### config.mk
export PLATFORM = sky130hd
export DESIGN_NAME = matrix_stream_host_flat
export DESIGN_NICKNAME = d
export VERILOG_FILES = /design/src/rtl/matrix_stream_host_if.sv /design/src/rtl/matrix_stream_host.sv /design/src/flat_wrapper.sv
export SDC_FILE = /design/constraint.sdc
export NUM_CORES = 2
export LEC_CHECK = 0
export CORE_MARGIN = 2
export CORE_UTILIZATION = 55
export DETAILED_ROUTE_END_ITERATION = 8
export PLACE_DENSITY = 0.79
export SLEW_MARGIN = 20
export SYNTH_ARGS = -nofsm -noshare
export SYNTH_HDL_FRONTEND = slang
export SYNTH_SLANG_ARGS = --single-unit
### constraint.sdc
create_clock -name clk -period 10.6 [get_ports clk]
set_clock_uncertainty 0.05 [all_clocks]
set_input_delay 2.12 -clock clk [delete_from_list [all_inputs] [get_ports clk]]
set_output_delay 2.12 -clock clk [all_outputs]
set_load 0.05 [all_outputs]
### src/rtl/matrix_stream_host_if.sv
// Bundle of the host-side control signals and the multiplier stream signals
// that surround matrix_stream_host. The responder uses the slave modport; the
// host and multiplier side (or a bench standing in for both) uses master.
interface matrix_stream_host_if #(
  parameter int DW = 16,
  parameter int AW = 6
);
  logic [3:0]    cfg_size;
  logic          host_go;
  logic          host_we;
  logic          host_sel;
  logic [AW-1:0] host_addr;
  logic [DW-1:0] host_wdata;
  logic [AW-1:0] host_res_addr;
  logic [DW-1:0] host_res_data;
  logic          start;
  logic [3:0]    sizes;
  logic          ren;
  logic          raddr;
  logic [DW-1:0] rdata;
  logic          wen;
  logic [DW-1:0] wdata;
  logic          finish;
  logic          busy;
  logic          done;
  logic [AW-1:0] res_count;
  logic          err_rd_over;
  logic          err_wr_over;
  logic          err_size;

  modport slave (
    input  cfg_size, host_go, host_we, host_sel, host_addr, host_wdata,
           host_res_addr, ren, raddr, wen, wdata, finish,
    output host_res_data, start, sizes, rdata, busy, done, res_count,
           err_rd_over, err_wr_over, err_size
  );

  modport master (
    output cfg_size, host_go, host_we, host_sel, host_addr, host_wdata,
           host_res_addr, ren, raddr, wen, wdata, finish,
    input  host_res_data, start, sizes, rdata, busy, done, res_count,
           err_rd_over, err_wr_over, err_size
  );
endinterface

### src/rtl/matrix_stream_host.sv
// Host-side memory responder for the streaming matrix multiplier. Holds the
// A and B operand buffers loaded by the host, serves them element by element
// on the ren/raddr stream, captures the wen/wdata result stream, and runs the
// start/busy/done handshake with sticky error flags for protocol misuse.
module matrix_stream_host #(
  parameter int MAX_SIZE = 6,
  parameter int DW       = 16,
  parameter int DEPTH    = MAX_SIZE * MAX_SIZE,
  parameter int AW       = 6
) (
  input logic               clk,
  input logic               rstn,
  matrix_stream_host_if.slave bus
);

  localparam logic [3:0]  MAX_N   = 4'(MAX_SIZE);
  localparam logic [AW:0] DEPTH_W = (AW + 1)'(DEPTH);

  typedef enum logic [1:0] {IDLE, START, RUN} state_t;

  state_t        r_state;
  logic [3:0]    r_sizes;
  logic          r_start;
  logic          r_busy;
  logic          r_done;
  logic          r_errSize;
  logic          r_errRdOver;
  logic          r_errWrOver;
  logic [AW-1:0] r_ptrA;
  logic [AW-1:0] r_ptrB;
  logic [AW-1:0] r_resCount;
  logic [DW-1:0] r_memA   [DEPTH];
  logic [DW-1:0] r_memB   [DEPTH];
  logic [DW-1:0] r_memRes [DEPTH];

  logic [7:0]    w_nn;
  logic          w_sizeOk;
  logic          w_goOk;
  logic [AW-1:0] w_selPtr;
  logic          w_selAtEnd;
  logic          w_resAtEnd;
  logic [DW-1:0] w_rdata;
  logic [DW-1:0] w_resData;

  // Element count of the latched run; pointers and result count are
  // compared against it, so a zero size (after reset) makes every access an
  // overrun.
  assign w_nn       = {4'd0, r_sizes} * {4'd0, r_sizes};
  assign w_sizeOk   = (bus.cfg_size != 4'd0) && (bus.cfg_size <= MAX_N);
  assign w_goOk     = (r_state == IDLE) && bus.host_go && w_sizeOk;
  assign w_selPtr   = bus.raddr ? r_ptrB : r_ptrA;
  assign w_selAtEnd = ({{(8-AW){1'b0}}, w_selPtr} >= w_nn);
  assign w_resAtEnd = ({{(8-AW){1'b0}}, r_resCount} >= w_nn);

  // Stream data is combinational from the registered pointer so it is valid
  // in the same cycle ren is raised; it reads zero when idle or exhausted.
  always_comb begin
    w_rdata = '0;
    if (bus.ren && !w_selAtEnd) begin
      w_rdata = bus.raddr ? r_memB[w_selPtr] : r_memA[w_selPtr];
    end
  end

  // Host readback of the result buffer; indices beyond the buffer read zero.
  always_comb begin
    w_resData = '0;
    if ({1'b0, bus.host_res_addr} < DEPTH_W) begin
      w_resData = r_memRes[bus.host_res_addr];
    end
  end

  // Run control: latch the size on a legal go, pulse start for one cycle,
  // then hold busy until the multiplier reports finish.
  always_ff @(posedge clk or negedge rstn) begin
    if (!rstn) begin
      r_state   <= IDLE;
      r_sizes   <= '0;
      r_start   <= 1'b0;
      r_busy    <= 1'b0;
      r_done    <= 1'b0;
      r_errSize <= 1'b0;
    end else begin
      r_start <= 1'b0;
      case (r_state)
        IDLE: begin
          if (bus.host_go) begin
            if (w_sizeOk) begin
              r_sizes   <= bus.cfg_size;
              r_done    <= 1'b0;
              r_errSize <= 1'b0;
              r_start   <= 1'b1;
              r_busy    <= 1'b1;
              r_state   <= START;
            end else begin
              r_errSize <= 1'b1;
            end
          end
        end
        START: begin
          r_state <= RUN;
        end
        RUN: begin
          if (bus.finish) begin
            r_busy  <= 1'b0;
            r_done  <= 1'b1;
            r_state <= IDLE;
          end
        end
        default: begin
          r_state <= IDLE;
        end
      endcase
    end
  end

  // Read pointers advance on every ren in any state and saturate at N*N;
  // a legal go rewinds both streams and clears the overrun flag.
  always_ff @(posedge clk or negedge rstn) begin
    if (!rstn) begin
      r_ptrA      <= '0;
      r_ptrB      <= '0;
      r_errRdOver <= 1'b0;
    end else begin
      if (bus.ren) begin
        if (w_selAtEnd) begin
          r_errRdOver <= 1'b1;
        end else if (bus.raddr) begin
          r_ptrB <= r_ptrB + 1'b1;
        end else begin
          r_ptrA <= r_ptrA + 1'b1;
        end
      end
      if (w_goOk) begin
        r_ptrA      <= '0;
        r_ptrB      <= '0;
        r_errRdOver <= 1'b0;
      end
    end
  end

  // Results are appended in arrival order up to N*N; anything beyond is
  // dropped and flagged.
  always_ff @(posedge clk or negedge rstn) begin
    if (!rstn) begin
      r_resCount  <= '0;
      r_errWrOver <= 1'b0;
      for (int i = 0; i < DEPTH; i++) r_memRes[i] <= '0;
    end else begin
      if (bus.wen) begin
        if (w_resAtEnd) begin
          r_errWrOver <= 1'b1;
        end else begin
          r_memRes[r_resCount] <= bus.wdata;
          r_resCount           <= r_resCount + 1'b1;
        end
      end
      if (w_goOk) begin
        r_resCount  <= '0;
        r_errWrOver <= 1'b0;
      end
    end
  end

  // Host loads of A and B are only honoured while idle so operands cannot
  // change under a running multiplication.
  always_ff @(posedge clk or negedge rstn) begin
    if (!rstn) begin
      for (int i = 0; i < DEPTH; i++) begin
        r_memA[i] <= '0;
        r_memB[i] <= '0;
      end
    end else if ((r_state == IDLE) && bus.host_we &&
                 ({1'b0, bus.host_addr} < DEPTH_W)) begin
      if (bus.host_sel) begin
        r_memB[bus.host_addr] <= bus.host_wdata;
      end else begin
        r_memA[bus.host_addr] <= bus.host_wdata;
      end
    end
  end

  assign bus.host_res_data = w_resData;
  assign bus.start         = r_start;
  assign bus.sizes         = r_sizes;
  assign bus.rdata         = w_rdata;
  assign bus.busy          = r_busy;
  assign bus.done          = r_done;
  assign bus.res_count     = r_resCount;
  assign bus.err_rd_over   = r_errRdOver;
  assign bus.err_wr_over   = r_errWrOver;
  assign bus.err_size      = r_errSize;

endmodule
### src/flat_wrapper.sv
// flat-port wrapper written by rule: the top's interface ports become plain ports
module matrix_stream_host_flat 
#(
  parameter int MAX_SIZE = 6,
  parameter int DW       = 16,
  parameter int DEPTH    = MAX_SIZE * MAX_SIZE,
  parameter int AW       = 6
)
  (clk, rstn, bus_cfg_size, bus_host_go, bus_host_we, bus_host_sel, bus_host_addr, bus_host_wdata, bus_host_res_addr, bus_ren, bus_raddr, bus_wen, bus_wdata, bus_finish, bus_host_res_data, bus_start, bus_sizes, bus_rdata, bus_busy, bus_done, bus_res_count, bus_err_rd_over, bus_err_wr_over, bus_err_size);
  matrix_stream_host_if #(.DW(DW), .AW(AW)) bus_i ();
  input logic clk;
  input logic rstn;
  input wire logic [$bits(bus_i.cfg_size)-1:0] bus_cfg_size;
  input wire logic [$bits(bus_i.host_go)-1:0] bus_host_go;
  input wire logic [$bits(bus_i.host_we)-1:0] bus_host_we;
  input wire logic [$bits(bus_i.host_sel)-1:0] bus_host_sel;
  input wire logic [$bits(bus_i.host_addr)-1:0] bus_host_addr;
  input wire logic [$bits(bus_i.host_wdata)-1:0] bus_host_wdata;
  input wire logic [$bits(bus_i.host_res_addr)-1:0] bus_host_res_addr;
  input wire logic [$bits(bus_i.ren)-1:0] bus_ren;
  input wire logic [$bits(bus_i.raddr)-1:0] bus_raddr;
  input wire logic [$bits(bus_i.wen)-1:0] bus_wen;
  input wire logic [$bits(bus_i.wdata)-1:0] bus_wdata;
  input wire logic [$bits(bus_i.finish)-1:0] bus_finish;
  output wire logic [$bits(bus_i.host_res_data)-1:0] bus_host_res_data;
  output wire logic [$bits(bus_i.start)-1:0] bus_start;
  output wire logic [$bits(bus_i.sizes)-1:0] bus_sizes;
  output wire logic [$bits(bus_i.rdata)-1:0] bus_rdata;
  output wire logic [$bits(bus_i.busy)-1:0] bus_busy;
  output wire logic [$bits(bus_i.done)-1:0] bus_done;
  output wire logic [$bits(bus_i.res_count)-1:0] bus_res_count;
  output wire logic [$bits(bus_i.err_rd_over)-1:0] bus_err_rd_over;
  output wire logic [$bits(bus_i.err_wr_over)-1:0] bus_err_wr_over;
  output wire logic [$bits(bus_i.err_size)-1:0] bus_err_size;
  assign bus_i.cfg_size = bus_cfg_size;
  assign bus_i.host_go = bus_host_go;
  assign bus_i.host_we = bus_host_we;
  assign bus_i.host_sel = bus_host_sel;
  assign bus_i.host_addr = bus_host_addr;
  assign bus_i.host_wdata = bus_host_wdata;
  assign bus_i.host_res_addr = bus_host_res_addr;
  assign bus_i.ren = bus_ren;
  assign bus_i.raddr = bus_raddr;
  assign bus_i.wen = bus_wen;
  assign bus_i.wdata = bus_wdata;
  assign bus_i.finish = bus_finish;
  assign bus_host_res_data = bus_i.host_res_data;
  assign bus_start = bus_i.start;
  assign bus_sizes = bus_i.sizes;
  assign bus_rdata = bus_i.rdata;
  assign bus_busy = bus_i.busy;
  assign bus_done = bus_i.done;
  assign bus_res_count = bus_i.res_count;
  assign bus_err_rd_over = bus_i.err_rd_over;
  assign bus_err_wr_over = bus_i.err_wr_over;
  assign bus_err_size = bus_i.err_size;
  matrix_stream_host #(.MAX_SIZE(MAX_SIZE), .DW(DW), .DEPTH(DEPTH), .AW(AW)) u_core (.clk(clk), .rstn(rstn), .bus(bus_i));
endmodule
==> run metrics <==
status finished clean; Filler cells 10689; final period utilization 88.6%; Hold Fails Final Rpt 0; Max stage delay on crit path 0.89 ns; Async SR Flop Fraction 100%; detailed placement HPWL 123000 um; Synth area leader dfrtp_1; Netlist cell types 81; Rows 141; DR DRC count 0; PD cells 200 nW/um^2; largest family of logic cells by synthesized area multiplexers; Die Y-Extent 390 um; Leak 43.2 nW; Final #Nets 5343; post-CTS sizing 0; Crit. End Element primary output; Overall Power 18.0 mW; final wirelength 206000 um; TNS Setup 0 ns; die area 152000 sq um; Crit. Startpoint bus_raddr; vias in the first global route 50152; post-DR vias/cell 6.49; buffers added on ports 104; WS Path Type in2out; Synth top area share 53.6%; Post-CTS Setup Bufs 0; Seq/Total Area, Yosys 53.6%; warnings from Yosys 0; endpoints failing setup 0; Worst R2R Start u_core.bus.sizes[0]$_DFFE_PN0P_; Core Util, Final 61.1%; crit path cell chain buf_4, mux2i_4, inv_2, ha_1, o21ai_0, a31oi_1, o211ai_1, a21boi_2, or3_1, o32ai_1, clkdlybuf4s50_1; wire length per cell 28.0 um; CP top delay family buffers and inverters; core area 148000 sq um; TritonRoute pass-1 iters 6; worst skew pair latency 0.83 ns; Initial Util 55.5%; fmax 106 MHz; global placement routability congestion 0.862; final worst slack 1.20 ns; number of DRC markers in iteration 0 4081; GRT overflow 0; Area Growth Syn to Fin 10.0%; Adder-Cell Fraction of Synth Area 0.268%; CTS Hold Buffers Added 0; Mapped Area 82000 sq um; number of synthesized flops with an enable pin 0; crit path time final 9.40 ns; post-synthesis mux area share 36.9%; xor and xnor area share after synthesis 0.0427%; Synth Area in Compound Gates 2.66%; Cells after Synth 5349; clock-pin transition on the worst setup and hold timing paths 0.05 ns; most common cell after layout, fill and taps aside dfrtp_1; WP buf/inv 3; worst-path fanout max 49; most frequent cells in the layout dfrtp_1, mux2_2, mux4_2, clkbuf_16, nand2_1; unrepaired setup endpoints after global routing no; top cells by area, synth dfrtp_1, mux2_2, mux4_2, mux2_4, clkbuf_1; total track usage 27.3%; clk root buf clkbuf_16; total CTS buffers 180; worst hold start u_core.r_memRes[329]$_DFFE_PN0P_; dominant synthesized flop cell dfrtp_1; H-tree depth 4; pin count of the biggest net entering global routing 192; Post-Synth Simple-Gate Area 3.22%; Worst setup SP type primary input; Max Cap Viol 0; Crit-path slowest cell clkdlybuf4s50_1; Peak VDD IR 0.189 mV; Critical Path AT 7.23 ns; Vias 47720; Slew HR 13.9%; CTS tree yes; Die W 390 um; Mapped Nets 5423; Mean Syn Cell Area 15.3 sq um; actual slew at the worst max-slew pin 1.26 ns; Req. time, crit path 8.43 ns; Top Ports 105; first-pass GRT wire length 316000 um; pre-CTS setup slack 1.38 ns; Synth Register Bits 1758; clk buf depth 3; HP Class reg2reg; Antenna Nets Post-Route 0; Clock Sinks 1758; initial antenna violation count 9; fraction of layout instances using a drive strength above 1 50.2%; Max Slew Vio Count 0
## per-stage QoR
step / area (sq um) / hold slack (ns) / cells
after global placement: 84000 / 0.418 / 7014
after CTS: 90300 / 0.440 / 7353
after global routing: 90300 / 0.450 / 7356
final: 90300 / 0.433 / 7356
after floorplan: 82000 / 0.409 / 5349
after detailed placement: 84000 / 0.427 / 7015
## sequential cells by signal, summed over array words and instances, names as in the netlist
signal and count:
u_core.bus.done 1, u_core.bus.res_count 6, u_core.r_memRes 576, u_core.bus.err_wr_over 1, u_core.bus.busy 1, u_core.bus.start 1, u_core.bus.err_size 1, u_core.r_state 2
u_core.r_memB 576, u_core.r_memA 576, u_core.r_ptrA 6, u_core.bus.sizes 4, u_core.bus.err_rd_over 1, u_core.r_ptrB 6
## Yosys cell counts (6+ instances only)
master	count
clkbuf_1	276
a2111oi_0	19
o21ai_0	10
buf_6	42
nor3b_1	8
o221ai_1	6
inv_1	29
nand3_4	16
a31oi_1	17
mux2_4	81
mux4_2	399
a211oi_1	12
buf_2	93
a211o_1	38
dfrtp_1	1758
nor2b_1	36
mux2i_1	60
a21oi_1	37
a221oi_1	19
and2_1	8
buf_4	39
ha_1	16
and3_1	15
a32oi_1	15
nor2_1	105
buf_1	42
a2bb2oi_1	6
a41oi_1	6
mux2_2	1677
buf_12	8
o31a_1	11
nor3_1	14
nand2b_1	16
o22ai_1	53
o32ai_1	15
nand2_2	16
nand2_1	167
mux2_1	50
nand3_1	29
## where the power goes
part	switching, mW	internal (mW)
Sequential	0.377	7.37
Clock	2.78	3.84
Combinational	2.01	1.64
Total	5.17	12.9
## layout make-up
type | instances | area [sq um] | share of cell area, %
Antenna cell | 1 | 2.50 | 0.00277
Clock buffer | 260 | 5290 | 5.86
Clock inverter | 78 | 995 | 1.10
Inverter | 32 | 120 | 0.133
Multi-Input combinational cell | 3059 | 35400 | 39.2
Sequential cell | 1758 | 44000 | 48.7
Tap cell | 1930 | 2410 | 2.67
Timing Repair Buffer | 238 | 2060 | 2.28
## per-layer routing
metal  share of wire [%]  track usage (%)  vias to the layer above
met2                  48             43.9                     1748
met5                   0                0                        -
met1                  41             37.3                    25804
li1                    -                -                    19728
met4                 3.7             10.4                        0
met3                 6.8             5.00                      440
## logic make-up (layout without fill, tap and decap cells)
family | Yosys count | in the layout
AOI/OAI and AO/OA | 287 | 287
xor gates and xnor gates | 4 | 4
adders and majority gates | 17 | 17
buffers and inverters | 532 | 608
DFF | 1758 | 1758
muxes | 2268 | 2268
other | 0 | 1
and+or+nand+nor | 483 | 483
## path summary, 6_finish.rpt
check	slack, ns	end	cells past startpoint
setup / recovery	1.20	bus_rdata[7]	11
hold / removal	0.43	u_core.r_memRes[329]$_DFFE_PN0P_	1
setup reg to reg	5.40	u_core.r_memRes[330]$_DFFE_PN0P_	11
hold reg to reg	0.43	u_core.r_memRes[329]$_DFFE_PN0P_	1
max in group asynchronous	6.76	u_core.r_memB[225]$_DFFE_PN0P_	4
min in group asynchronous	1.28	u_core.bus.res_count[2]$_DFFE_PN0P_	1
Note: power is estimated with default switching activity, not from simulation.
